==> src/rtl/branch_resolve_unit_pkg.sv <==
// Shared encodings for the branch resolve unit: funct3 branch codes, FSM states,
// the BHT reset value and the 2-bit saturating counter update.
package branch_resolve_unit_pkg;

  localparam logic [2:0] F3_BEQ  = 3'b000;
  localparam logic [2:0] F3_BNE  = 3'b001;
  localparam logic [2:0] F3_BLT  = 3'b100;
  localparam logic [2:0] F3_BGE  = 3'b101;
  localparam logic [2:0] F3_BLTU = 3'b110;
  localparam logic [2:0] F3_BGEU = 3'b111;

  // Weakly not-taken
  localparam logic [1:0] BHT_RESET_VAL = 2'b01;

  typedef enum logic {
    StIdle,
    StFlush
  } bru_state_e;

  function automatic logic [1:0] sat_update(input logic [1:0] ctr, input logic inc);
    if (inc) begin
      return (ctr == 2'b11) ? ctr : ctr + 2'b01;
    end
    return (ctr == 2'b00) ? ctr : ctr - 2'b01;
  endfunction

endpackage

==> src/rtl/branch_cond.sv <==
// Combinational branch outcome from funct3 and the ALU flags of rs1-rs2.
// valid is low for funct3 codes that are not branches.
module branch_cond
  import branch_resolve_unit_pkg::*;
(
  input  logic [2:0] funct3,
  input  logic       zf,
  input  logic       cf,
  input  logic       vf,
  input  logic       sf,
  output logic       taken,
  output logic       valid
);

  always_comb begin
    taken = 1'b0;
    valid = 1'b1;
    case (funct3)
      F3_BEQ:  taken = zf;
      F3_BNE:  taken = ~zf;
      F3_BLT:  taken = (sf != vf);
      F3_BGE:  taken = (sf == vf);
      F3_BLTU: taken = ~cf;
      F3_BGEU: taken = cf;
      default: valid = 1'b0;
    endcase
  end

endmodule

==> src/rtl/branch_resolve_unit.sv <==
// Branch resolve unit: 2-bit BHT predictor, outcome evaluation and mispredict flush FSM.
// Optional performance counters are built when BRU_PERF_CNT_EN is defined.
module branch_resolve_unit
  import branch_resolve_unit_pkg::*;
#(
  parameter int unsigned XLEN         = 32,
  parameter int unsigned BHT_DEPTH    = 16,
  parameter int unsigned FLUSH_CYCLES = 2
) (
  input  logic            clk,
  input  logic            rst,
  input  logic [XLEN-1:0] pc_f,
  output logic            pred_taken_f,
  input  logic            res_valid,
  input  logic [2:0]      res_funct3,
  input  logic            res_zf,
  input  logic            res_cf,
  input  logic            res_vf,
  input  logic            res_sf,
  input  logic [XLEN-1:0] res_pc,
  input  logic [XLEN-1:0] res_target,
  input  logic            res_pred_taken,
  output logic            taken,
  output logic            flush,
  output logic [XLEN-1:0] redirect_pc,
  output logic            busy
`ifdef BRU_PERF_CNT_EN
  ,
  output logic [31:0]     br_count,
  output logic [31:0]     mispred_count
`endif
);

  localparam int unsigned IdxW    = $clog2(BHT_DEPTH);
  localparam logic [3:0]  CntInit = 4'(FLUSH_CYCLES - 1);

  bru_state_e      state_q;
  logic [3:0]      cnt_q;
  logic [1:0]      bht_q [BHT_DEPTH];
  logic [IdxW-1:0] idx_f;
  logic [IdxW-1:0] idx_r;
  logic            f3_valid;
  logic            accept;
  logic            bht_we;
  logic            mispredict;

  branch_cond u_branch_cond (
    .funct3 (res_funct3),
    .zf     (res_zf),
    .cf     (res_cf),
    .vf     (res_vf),
    .sf     (res_sf),
    .taken  (taken),
    .valid  (f3_valid)
  );

  assign idx_f        = pc_f[IdxW+1:2];
  assign idx_r        = res_pc[IdxW+1:2];
  assign busy         = (state_q == StFlush);
  assign accept       = res_valid & ~busy;
  assign bht_we       = accept & f3_valid;
  assign mispredict   = accept & (taken != res_pred_taken);
  // Read the registered entry: a same-cycle update is not visible to the lookup
  assign pred_taken_f = bht_q[idx_f][1];

  logic unused_pc_bits;
  assign unused_pc_bits = ^{pc_f[XLEN-1:IdxW+2], pc_f[1:0]};

  always_ff @(posedge clk or posedge rst) begin
    if (rst) begin
      for (int unsigned i = 0; i < BHT_DEPTH; i++) begin
        bht_q[i] <= BHT_RESET_VAL;
      end
    end else if (bht_we) begin
      bht_q[idx_r] <= sat_update(bht_q[idx_r], taken);
    end
  end

  always_ff @(posedge clk or posedge rst) begin
    if (rst) begin
      state_q     <= StIdle;
      cnt_q       <= 4'd0;
      flush       <= 1'b0;
      redirect_pc <= '0;
    end else begin
      case (state_q)
        StIdle: begin
          if (mispredict) begin
            state_q     <= StFlush;
            cnt_q       <= CntInit;
            flush       <= 1'b1;
            redirect_pc <= taken ? res_target : res_pc + XLEN'(4);
          end
        end
        StFlush: begin
          if (cnt_q == 4'd0) begin
            state_q <= StIdle;
            flush   <= 1'b0;
          end else begin
            cnt_q <= cnt_q - 4'd1;
          end
        end
        default: begin
          state_q <= StIdle;
          flush   <= 1'b0;
        end
      endcase
    end
  end

`ifdef BRU_PERF_CNT_EN
  always_ff @(posedge clk or posedge rst) begin
    if (rst) begin
      br_count      <= 32'd0;
      mispred_count <= 32'd0;
    end else begin
      if (accept) begin
        br_count <= br_count + 32'd1;
      end
      if (mispredict) begin
        mispred_count <= mispred_count + 32'd1;
      end
    end
  end
`endif

endmodule

==> config.mk <==
export PLATFORM = sky130hd
export DESIGN_NAME = branch_resolve_unit
export DESIGN_NICKNAME = d
export VERILOG_FILES = /design/src/rtl/branch_resolve_unit_pkg.sv /design/src/rtl/branch_cond.sv /design/src/rtl/branch_resolve_unit.sv
export SDC_FILE = /design/constraint.sdc
export NUM_CORES = 1
export LEC_CHECK = 0
export CORE_AREA = 3 3 118 120
export DETAILED_ROUTE_END_ITERATION = 12
export DIE_AREA = 0 0 121 123
export PLACE_DENSITY = 0.67
export SLEW_MARGIN = 25
export SYNTH_ARGS = -nofsm -noshare
export SYNTH_HDL_FRONTEND = slang
export SYNTH_SLANG_ARGS = --single-unit
export TNS_END_PERCENT = 1
==> constraint.sdc <==
create_clock -name clk -period 2.6 [get_ports clk]
set_input_delay 0.26 -clock clk [delete_from_list [all_inputs] [get_ports clk]]
set_output_delay 0.26 -clock clk [all_outputs]
set_load 0.05 [all_outputs]
==> results.tsv <==
stage	metric	value	unit
setup_path	Largest delay share family, worst path	multiplexers	
grt	initial antenna violation count	0	
placement	dpl cell area	0.00594	mm2
final_layout	Reg area	0.00177	mm2
pwr	overall power after layout	5.70	mW
setup_path	worst endpoint data arrival time	2.15	ns
clocking	Root Buffer	clkbuf_16	
synthesis	ys async rst share	1.00	
clocking	CTS clk-pin slew, worst paths	0.06	ns
min_path	hold crit path type	in2async	
timing	Max Clock Skew	0.00699	ns
routing	final WL	12500	um
clocking	clk sinks	70	
clocking	Post-CTS Hold Fix Bufs	0	
synthesis	post-synthesis cell count	406	
timing	Final period util	0.926	
clocking	PostCTS Resize Cnt	0	
synthesis	post-synthesis area per instance	11.1	um2
routing	Pre-antenna DRT Iters	4	
final_layout	area occupied by multi-input gates	0.00255	mm2
routing	final antenna-violating net count	0	
die	Die ar.	0.0149	mm2
timing	worst slew pin tran	0.904	ns
placement	post-DP HPWL	9760	um
timing	fin crit period	2.41	ns
clocking	Setup Buffers After CTS	0	
synthesis	Mapped Area	0.00449	mm2
timing	Slew HR	0.391	
outcome	status	complete, no violations	
clocking	CTS HTree Levels	3	
synthesis	syn nets	519	
pwr	leakage power	2.53	nW
setup_path	CP cell instances	clkdlybuf4s50_1 -> mux4_2 -> mux4_2 -> buf_4	
clocking	Inserted Clock Buffers	9	
routing	vias per cell	5.16	
setup_path	most used cell, CP	mux4_2	
timing	Final Setup Violations	0	
synthesis	Post-synth EDFFs	0	
setup_path	critical path's largest stage delay	0.62	ns
pwr	Pwr Density	918	mW/mm2
synthesis	post-synth cell types	48	
grt	vias in the first global route	3861	
final_layout	Final #Nets	650	
clocking	clk_lat worst skew	0.34	ns
grt	GRT Util Overall	0.173	
grt	maximum number of pins on one net before global-route repair	43	
setup_path	type of origin of the critical path	input port	
grt	first-pass GRT wire length	20100	um
synthesis	Yosys warnings	0	
synthesis	register area share after synthesis	0.395	
setup_path	CP bufs+invs	2	
clocking	CTS tree	yes	
timing	Peak Freq	0.416	GHz
clocking	clock tree buffer depth	2	
final_layout	cell area after layout	0.00621	mm2
setup_path	crit path max fanout	4	
die	Starting Density	0.343	
final_layout	fill count	1184	
setup_path	crit path capture type	output port	
placement	Port Buffers	114	
placement	GPL Wtd Cong	0.862	
routing	WL per Instance	17.4	um
timing	unrepaired setup endpoints after global routing	false	
die	die width	121	um
timing	final worst setup slack	0.193	ns
die	core area	0.0131	mm2
grt	grt total ovfl	0	
synthesis	#FFs+latches synth	70	
final_layout	number of diodes	0	
pwr	maximum VDD drop	0.382	mV
routing	DRC Markers	0	
final_layout	area delta synth->final	38.3	%
setup_path	CP max stage cell	clkdlybuf4s50_1	
die	die height	123	um
final_layout	commonest cells after routing, fill and taps aside	112 x clkdlybuf4s50_1, 54 x dfrtp_1, 49 x mux2_2	
setup_path	critical path type	in2out	
placement	Post-Place Setup Slack	0.0477	ns
timing	Final Max Tran Viols	0	
routing	DRT iter0 DRCs	193	
die	num ports	143	
timing	endpoints failing hold	0	
final_layout	layout cell share with drive strength beyond 1	0.268	
setup_path	Critical Path RT	2.34	ns
routing	vias post-DR	3705	
timing	Setup TNS	0	ns
synthesis	predominant post-synthesis flop cell	dfrtp_1	
die	row count	42	
job	max-cap viol count	0	
final_layout	most common cell after layout, fill and taps aside	clkdlybuf4s50_1	
timing	Fin Hold WS	0.335	ns
==> cells by family (layout without fill, tap and decap cells) <==
| family | after synthesis | count (layout) | share of synthesized area |
|---|---|---|---|
| compound gates | 41 | 41 | 0.0756 |
| xor+xnor | 31 | 31 | 0.0638 |
| fa+ha+maj | 10 | 10 | 0.0268 |
| buf+inv | 29 | 165 | 0.0365 |
| flops | 70 | 70 | 0.395 |
| mux | 83 | 83 | 0.245 |
| simple gates | 142 | 142 | 0.158 |
==> report_power, final <==
group	total [mW]	internal (mW)	switching (mW)
combinational	2.79	1.15	1.64
sequential	1.79	1.52	0.261
clock	1.12	0.643	0.480
total	5.70	3.32	2.38
==> state kept, by name (all words and copies together) (netlist names) <==
signal,cells
busy,1
redirect_pc,32
cnt_q,4
bht_q,32
flush,1
==> path summary, 6_finish.rpt <==
check	from	to	slack [ns]	depth (start not counted)
max	pc_f[2]	pred_taken_f	0.19	4
min	rst	redirect_pc[2]	0.34	2
max reg2reg	bht_q[17]	bht_q[23]	0.65	4
min reg2reg	redirect_pc[3]	redirect_pc[3]	0.51	1
max in group asynchronous	rst	bht_q[4]	1.53	3
min in group clk	redirect_pc[3]	redirect_pc[3]	0.51	1
==> routing by layer <==
| metal | vias to the layer above | global-route usage | routed length, um |
|---|---|---|---|
| met1 | 1828 | 0.220 | 5430 |
| met5 | - | 0 | 0 |
| met3 | 18 | 0.0329 | 647 |
| met4 | 0 | 0.0701 | 276 |
| met2 | 93 | 0.292 | 6160 |
| li1 | 1766 | - | - |
==> worst reg2reg max path: stages, from the launching register on <==
cell and delay [ns]:
dfrtp_1 0.39, mux4_2 0.49, mux2_2 0.30, maj3_2 0.37, mux2_2 0.28
==> metrics by stage <==
| step | util | instances |
|---|---|---|
| after floorplan | - | 406 |
| after global placement | 0.454 | 702 |
| after detailed placement | 0.454 | 702 |
| after CTS | 0.474 | 718 |
| after global routing | 0.474 | 718 |
| final | 0.474 | 718 |
==> synthesized netlist by cell type, drive strengths merged, types with 7 or more instances <==
cell type	count	area share
o221a	7	0.018
nand4	9	0.013
nor3	17	0.019
nand2	43	0.037
clkbuf	8	0.0067
xor2	9	0.018
nor4	7	0.0098
inv	13	0.012
a21oi	7	0.0086
mux2i	17	0.043
nand3	13	0.014
buf	8	0.018
nor2	19	0.016
mux4	13	0.065
xnor2	21	0.041
and2	16	0.023
dfrtp	54	0.30
mux2	53	0.14
dfstp	16	0.094
==> layout make-up <==
cell class / count / area share
sequential: 70 / 0.285
clock buffer: 10 / 0.0369
multi-input combinational: 307 / 0.411
inverter: 13 / 0.00867
tap: 176 / 0.0355
timing repair buffer: 136 / 0.216
clock inverter: 6 / 0.00645
Power figures use the tool's default switching activity.
